### config.mk
export PLATFORM = sky130hd
export DESIGN_NAME = cluster_sequencer
export DESIGN_NICKNAME = d
export VERILOG_FILES = /design/src/rtl/cluster_sequencer.sv
export SDC_FILE = /design/constraint.sdc
export NUM_CORES = 2
export LEC_CHECK = 0
export CORE_AREA = 8 8 603 605
export DETAILED_ROUTE_END_ITERATION = 12
export DIE_AREA = 0 0 611 613
export PLACE_DENSITY_LB_ADDON = 0.12
export SYNTH_ARGS = -nofsm -noshare
export SYNTH_HDL_FRONTEND = slang
export SYNTH_SLANG_ARGS = --single-unit
### constraint.sdc
create_clock -name clock -period 8.1 [get_ports clock]
set_clock_uncertainty 0.2 [all_clocks]
set_input_delay 1.62 -clock clock [delete_from_list [all_inputs] [get_ports clock]]
set_output_delay 1.62 -clock clock [all_outputs]
set_load 0.005 [all_outputs]
### src/rtl/cluster_sequencer.sv
`default_nettype none
// ============================================================================
//  Module      : cluster_sequencer
//  Description : Iterative cluster-extraction controller around the pad
//                priority encoder. Each frame it loads the pad valid vector
//                into a working mask, presents the mask to the encoder,
//                emits the lowest-index cluster, clears that pad and repeats
//                until the mask is empty or MXCLUSTERS clusters are emitted.
//  Revision    : 1.0 - initial release
// ============================================================================
module cluster_sequencer #(
   parameter int MXPADS      = 768,
   parameter int MXCLUSTERS  = 8,
   parameter int ENC_LATENCY = 1
) (
   input  logic              clock,
   input  logic              global_reset,
   input  logic              start,
   input  logic [MXPADS-1:0] vpfs_in,
   output logic [MXPADS-1:0] enc_vpfs,
   output logic              enc_latch,
   input  logic              enc_found,
   input  logic [10:0]       enc_adr,
   input  logic [2:0]        enc_cnt,
   output logic              clust_valid,
   output logic [10:0]       clust_adr,
   output logic [2:0]        clust_cnt,
   output logic [3:0]        clust_idx,
   output logic              done,
   output logic [3:0]        nclusters,
   output logic              overflow,
   output logic              adr_err,
   output logic              busy
);

   typedef enum logic [1:0] {
      ST_IDLE = 2'd0,
      ST_WAIT = 2'd1,
      ST_EVAL = 2'd2
   } state_t;

   localparam logic [3:0]  c_max_clusters = 4'(MXCLUSTERS);
   localparam logic [1:0]  c_enc_latency  = 2'(ENC_LATENCY);
   localparam logic [10:0] c_mxpads       = 11'(MXPADS);

   state_t            state_q, state_d;
   logic [MXPADS-1:0] mask_q, mask_d;
   logic [1:0]        wcnt_q, wcnt_d;
   logic [3:0]        count_q, count_d;
   logic              enc_latch_q, enc_latch_d;
   logic              clust_valid_q, clust_valid_d;
   logic [10:0]       clust_adr_q, clust_adr_d;
   logic [2:0]        clust_cnt_q, clust_cnt_d;
   logic [3:0]        clust_idx_q, clust_idx_d;
   logic              done_q, done_d;
   logic [3:0]        nclusters_q, nclusters_d;
   logic              overflow_q, overflow_d;
   logic              adr_err_q, adr_err_d;
   logic              busy_q, busy_d;

   logic [MXPADS-1:0] adr_onehot;
   logic [MXPADS-1:0] mask_cleared;
   logic [3:0]        count_inc;
   logic              adr_bad;

   // Mask with the encoder-reported pad removed, plus address sanity check
   always_comb begin
      adr_onehot   = {{(MXPADS-1){1'b0}}, 1'b1} << enc_adr;
      mask_cleared = mask_q & ~adr_onehot;
      count_inc    = count_q + 4'd1;
      adr_bad      = (enc_adr >= c_mxpads);
   end

   // Next-state and registered-output computation for the frame sequencer
   always_comb begin
      state_d       = state_q;
      mask_d        = mask_q;
      wcnt_d        = wcnt_q;
      count_d       = count_q;
      enc_latch_d   = 1'b0;
      clust_valid_d = 1'b0;
      clust_adr_d   = clust_adr_q;
      clust_cnt_d   = clust_cnt_q;
      clust_idx_d   = clust_idx_q;
      done_d        = 1'b0;
      nclusters_d   = nclusters_q;
      overflow_d    = overflow_q;
      adr_err_d     = adr_err_q;

      if (start) begin
         // A start mid-frame truncates the running frame; its EVAL result
         // (if any) is discarded and the new frame loads on the same edge.
         if (state_q != ST_IDLE) begin
            done_d      = 1'b1;
            nclusters_d = count_q;
            overflow_d  = 1'b1;
            adr_err_d   = 1'b0;
         end
         mask_d      = vpfs_in;
         enc_latch_d = 1'b1;
         wcnt_d      = c_enc_latency;
         count_d     = 4'd0;
         state_d     = ST_WAIT;
      end else begin
         case (state_q)
            ST_IDLE: begin
               state_d = ST_IDLE;
            end
            ST_WAIT: begin
               // Let the mask propagate through the encoder pipeline
               if (wcnt_q == 2'd0) begin
                  state_d = ST_EVAL;
               end else begin
                  wcnt_d = wcnt_q - 2'd1;
               end
            end
            ST_EVAL: begin
               if (!enc_found) begin
                  done_d      = 1'b1;
                  nclusters_d = count_q;
                  overflow_d  = 1'b0;
                  adr_err_d   = 1'b0;
                  state_d     = ST_IDLE;
               end else if (adr_bad) begin
                  // Out-of-range address: cannot clear it, so stop the frame
                  done_d      = 1'b1;
                  nclusters_d = count_q;
                  overflow_d  = 1'b0;
                  adr_err_d   = 1'b1;
                  state_d     = ST_IDLE;
               end else begin
                  clust_valid_d = 1'b1;
                  clust_adr_d   = enc_adr;
                  clust_cnt_d   = enc_cnt;
                  clust_idx_d   = count_q;
                  mask_d        = mask_cleared;
                  count_d       = count_inc;
                  if (count_inc == c_max_clusters) begin
                     done_d      = 1'b1;
                     nclusters_d = count_inc;
                     overflow_d  = |mask_cleared;
                     adr_err_d   = 1'b0;
                     state_d     = ST_IDLE;
                  end else begin
                     wcnt_d  = c_enc_latency;
                     state_d = ST_WAIT;
                  end
               end
            end
            default: begin
               state_d = ST_IDLE;
            end
         endcase
      end

      busy_d = (state_d != ST_IDLE);
   end

   // State and output registers with synchronous reset
   always_ff @(posedge clock) begin
      if (global_reset) begin
         state_q       <= ST_IDLE;
         mask_q        <= '0;
         wcnt_q        <= 2'd0;
         count_q       <= 4'd0;
         enc_latch_q   <= 1'b0;
         clust_valid_q <= 1'b0;
         clust_adr_q   <= 11'd0;
         clust_cnt_q   <= 3'd0;
         clust_idx_q   <= 4'd0;
         done_q        <= 1'b0;
         nclusters_q   <= 4'd0;
         overflow_q    <= 1'b0;
         adr_err_q     <= 1'b0;
         busy_q        <= 1'b0;
      end else begin
         state_q       <= state_d;
         mask_q        <= mask_d;
         wcnt_q        <= wcnt_d;
         count_q       <= count_d;
         enc_latch_q   <= enc_latch_d;
         clust_valid_q <= clust_valid_d;
         clust_adr_q   <= clust_adr_d;
         clust_cnt_q   <= clust_cnt_d;
         clust_idx_q   <= clust_idx_d;
         done_q        <= done_d;
         nclusters_q   <= nclusters_d;
         overflow_q    <= overflow_d;
         adr_err_q     <= adr_err_d;
         busy_q        <= busy_d;
      end
   end

   assign enc_vpfs    = mask_q;
   assign enc_latch   = enc_latch_q;
   assign clust_valid = clust_valid_q;
   assign clust_adr   = clust_adr_q;
   assign clust_cnt   = clust_cnt_q;
   assign clust_idx   = clust_idx_q;
   assign done        = done_q;
   assign nclusters   = nclusters_q;
   assign overflow    = overflow_q;
   assign adr_err     = adr_err_q;
   assign busy        = busy_q;

endmodule
`default_nettype wire
**After elaboration in Yosys (flattened, before gate mapping)**

Index checks and enable logic that the tools add are counted.
Widths: inputs -> output; s select.

- Bitwise operators: 6
- Shifts and indexed selects: 1
- Order comparisons: 1
- $add $sub $neg: 2
- Divide/modulo/power cells: 0
- Mux-type cells: 42
- Reduce and logical (&&, ||, !) cells: 16
- $mul: 0
- Equal/unequal tests: 14

Operator list:

| kind | number |
|---|---|
| $mux 768 | 4 |
| $and 768x768->768 | 1 |
| $not 768->768 | 1 |
| $reduce_or 768->1 | 1 |
| $shl 1x11->768 const A | 1 |
| $mux 1 | 24 |
| $mux 4 | 6 |
| $mux 2 | 6 |
| $ne 3x3->1 const B | 4 |
| $ge 11x10->1 const B | 1 |
| $ne 2x2->1 const B | 5 |
| $reduce_and 5->1 | 2 |
| $reduce_bool 2->1 | 5 |
| $reduce_and 3->1 | 3 |
| $pmux 2 s2 | 2 |
| $add 4x1->4 const B | 1 |
| $eq 4x4->1 const B | 1 |
| $ne 4x2->1 const B | 1 |
| $not 1->1 | 4 |
| $reduce_and 4->1 | 1 |
| $reduce_or 4->1 | 1 |
| $reduce_bool 3->1 | 1 |
| $eq 2x1->1 const B | 1 |
| $eq 2x2->1 const B | 1 |
| 4 further kinds | 4 |

- Memory bits (read-only): 0
- Output and inout port bits: 796
- Word-level logic and storage cells: 97
- Register bits: 804
- Bits in latches: 0
- Memories: 0
- Bits in writable memories: 0
- Bits of input ports: 786

**Longest topological paths before layout**

- Word-level depth: 9
- Gate-level depth with buffers: 14
- Depth with buffers taken out: 9

**Worst setup path after synthesis**

Ideal clock, no wire load.

- Path kind: input-to-reg
- From: input enc_adr[6]
- To: register overflow_q (netlist: overflow)
- Required time: 7776 ps
- Slack: 3383 ps
- Data arrival time: 4393 ps
- Library setup time: 124 ps
- Buffers on the path: 2
- Cell stages on the path: 10
- Cell sequence: buf_2 > or3b_1 > buf_2 > o41ai_1 > nand4_1 > or4_1 > or4_1 > or4_1 > nor4_1 > a21oi_1

- Word-level cells in the longest chain between the ends: 9

RTL lines:

| what | RTL line | source |
|---|---|---|
| from (decl) | 23 | `input logic [10:0] enc_adr,` |
| $shl 1x11->768 | 68 | `adr_onehot = {{(MXPADS-1){1'b0}}, 1'b1} << enc_adr;` |
| $not 768->768 | 69 | `mask_cleared = mask_q & ~adr_onehot;` |
| $and 768x768->768 | 69 |  |
| $reduce_or 768->1 | 141 | `overflow_d = \|mask_cleared;` |
| $mux 1 | 138 | `if (count_inc == c_max_clusters) begin` |
| $mux 1 | 124 | `end else if (adr_bad) begin` |
| $mux 1 | 118 | `if (!enc_found) begin` |
| $mux 1 | 105 | `case (state_q)` |
| $mux 1 | 90 | `if (start) begin` |
| to (signal assigned) | 188 | `overflow_q <= overflow_d;` |
| to (decl) | 57 | `logic overflow_q, overflow_d;` |

Parallel ways exist; a longest one is shown, timed or not. The select of a mux whose other input is x is not followed.
A chain may end at the register's enable or synchronous reset.

**Final worst setup path**

- From: input enc_adr[3]
- To: register overflow_q (netlist: overflow)

Same word-level chain as after synthesis.

==> impl_metrics.json <==
{
  "intPower_mw": 8.89,
  "yosysWarnings": 0,
  "tns_ps": 0,
  "vias_per_cell": 4.94,
  "power_switching_share_pct": 33.8,
  "die_w_um": 611,
  "fmax_ghz": 0.149,
  "cts.path.max_buffers": 4,
  "ff_latch_area_um2": 16100,
  "cts_tree": "built",
  "outcome": "finished with violations",
  "synth_area_um2": 40900,
  "combPwrFrac_pct": 17.6,
  "hold_path.class": "reg2reg",
  "ir_worst_vdd_mv": 0.126,
  "avgSynthCellArea_um2": 7.43,
  "drv_slew": 0,
  "crit_arrival_ps": 7210,
  "synth_seq_area_share_pct": 39.3,
  "final_cell_mix": "clkdlybuf4s50_1 (1578), nor2_1 (1048), dfxtp_1 (804)",
  "cp-end-kind": "register",
  "synth_nets": 6297,
  "endpoint": "overflow",
  "htreeDepth": 4,
  "wl_um": 607000,
  "firstDrtPassIters": 9,
  "row_count": 219,
  "tightestPinTransition_ps": 1420,
  "ys_async_sr_fraction_pct": 0,
  "die_h_um": 613,
  "grt_pass1_wl_um": 733000,
  "synth_ff_type": "dfxtp_1",
  "r2r-end": "enc_vpfs[483]",
  "regToRegStartpoint": "state_q[0]",
  "switchingPower_mw": 4.55,
  "cap_violations": 1,
  "worstRegToRegCells": 8,
  "fin_area_um2": 67200,
  "cts_resized": 0,
  "grt_antenna_before_repair": 355,
  "clk_latency_ps": 900,
  "initial_core_util_pct": 11.6,
  "synth-seq-cells": 804,
  "gp_congestion": 0.926,
  "rrSetupSlack_ps": 3950,
  "grt_pass1_vias": 54300,
  "yosysTopAreaCell": "dfxtp_1",
  "period_needed_ps": 6690,
  "grtUsageTotal_pct": 30.7,
  "drive_gt1_share_pct": 8.64,
  "wire_per_inst_um": 51.5,
  "place_area_um2": 62400,
  "synth-edff-count": 0,
  "hold_viol_final": 0,
  "finalSetupViolCount": 0,
  "startpoint_type": "input port",
  "setup_ws_ps": 1410,
  "synth_top_cell_area_share_pct": 39.3,
  "clkPwrFrac_pct": 47.1,
  "hpwl_um": 489000,
  "dieArea_um2": 375000,
  "leakage_nw": 21.4,
  "fin_nets": 7577,
  "clkTransAtPathRegs_ps": 60,
  "relSlewSlack_pct": 2.74,
  "critical_path_class": "in2reg",
  "synth_cells": 5506,
  "cts_buffers": 134,
  "ios": 1582,
  "core_um2": 354000,
  "pre_cts_slack_ps": 721,
  "powerDensity_nw_per_um2": 200,
  "multiInputGateArea_um2": 22800,
  "layout_commonest_cell": "clkdlybuf4s50_1",
  "fin_crit_sh_pct": 82.7,
  "violations": "max-capacitance violations",
  "seqPwrFrac_pct": 35.3,
  "synthDistinctLibCells": 61,
  "hold_buffers": 0,
  "cp-startpoint": "enc_adr[3]",
  "fillers": 39900,
  "numClockSinks": 804,
  "fin_util_pct": 19.0,
  "ant_nets": 0,
  "syn2layout_area_growth_pct": 64.4,
  "grt.overflow.total": 0,
  "post-cts-setup-buffers": 0,
  "required_ps": 8610,
  "rsz0062_at_grt": "false",
  "critPathMaxFanout": 34,
  "via_count": 58200,
  "drt_drc_violations_left": 0,
  "drt_iter0_drc": 6906,
  "grt_max_degree": 174,
  "numPortBuffers": 1581,
  "clockRootBuffer": "clkbuf_16",
  "synthTopCellsByArea": "dfxtp_1 (39%), nor2_1 (9.9%), o41ai_1 (9.0%)"
}
==> kinds of logic after synthesis <==
group,synth area share (%)
buf+inv,6.11
simple gates,20.5
xor+xnor,0.150
fa+ha+maj,0.153
flops,39.3
mux,0.0245
compound gates,33.7
==> area by class of cell <==
type                       count  share of cell area, %
inverter                       6                 0.0372
sequential                   804                   23.9
timing repair buffer        1790                   26.1
multi-input combinational   4050                   33.8
clock inverter                46                   1.00
clock buffer                 190                   5.72
tap                         4751                   8.84
antenna                      142                  0.529
==> sequential cells by signal, summed over array words and instances, names as in the netlist <==
signal,cells
state_q,2
busy,1
clust_adr,11
done,1
enc_vpfs,768
wcnt_q,2
enc_latch,1
adr_err,1
clust_idx,4
clust_cnt,3
overflow,1
clust_valid,1
nclusters,4
count_q,4
==> stage by stage <==
step                      instances  power (mW)  hold WS (ps)
after detailed placement      11400        7.17           251
after CTS                     11600        13.6           259
after global routing          11700        13.8           277
final                         11800        13.4           259
after floorplan                5506        5.18           248
after global placement        11400        7.19           244
==> power by group through the flow <==
stage / registers [mW] / clock network, mW / logic [mW]
global placement: 4.84 / 0 / 2.36
CTS: 4.75 / 6.51 / 2.36
detailed placement: 4.83 / 0 / 2.35
finish: 4.74 / 6.32 / 2.37
floorplan: 4.41 / 0 / 0.767
global route: 4.73 / 6.59 / 2.47
==> worst max-delay path, stage by stage <==
cell	delay, ps
clkdlybuf4s50_1	1030
or4b_4	900
or2_2	760
o21ai_0	660
nand4_1	170
nor4_1	960
nand4_1	400
nor4_1	440
a21oi_1	120
==> how the worst min path moves through the flow <==
stage | from | to | slack, ps | cells after the start
global route | clust_adr[10] | clust_adr[10] | 280 | 1
global placement | clust_adr[6] | clust_adr[6] | 240 | 2
detailed placement | clust_idx[1] | clust_idx[1] | 250 | 2
finish | adr_err | adr_err | 260 | 2
CTS | clust_idx[1] | clust_idx[1] | 260 | 2
floorplan | adr_err | adr_err | 250 | 2
==> per-layer routing <==
| layer | up-vias | routed length (um) | global-route usage, % | share of wire (%) |
|---|---|---|---|---|
| met5 | - | 552 | 0 | 0.091 |
| met1 | 29700 | 214000 | 32.5 | 35 |
| met3 | 1252 | 48900 | 8.65 | 8.1 |
| met2 | 4008 | 297000 | 54.0 | 49 |
| li1 | 23200 | - | - | - |
| met4 | 82 | 45900 | 18.6 | 7.6 |
==> Yosys cell counts, drive strengths merged, types with 3 or more instances <==
cell / count
nand2b: 14
and4: 4
o211ai: 74
a221oi: 3
o311ai: 4
or2: 93
o21a: 36
nor2b: 4
clkbuf: 551
a211oi: 5
o21ai: 680
and3: 3
nand4bb: 7
or3: 13
nand3b: 7
nand4: 177
buf: 95
a32o: 191
a2111oi: 13
inv: 6
or4: 16
xnor2: 3
nand3: 17
ha: 5
o31ai: 94
or3b: 8
nand2: 412
xor2: 4
nand4b: 4
o41ai: 423
nor4: 32
a21boi: 6
a21oi: 577
nor3: 12
nor2: 1084
and2: 3
or4b: 7
dfxtp: 804
(Power assumes the default switching activity.)
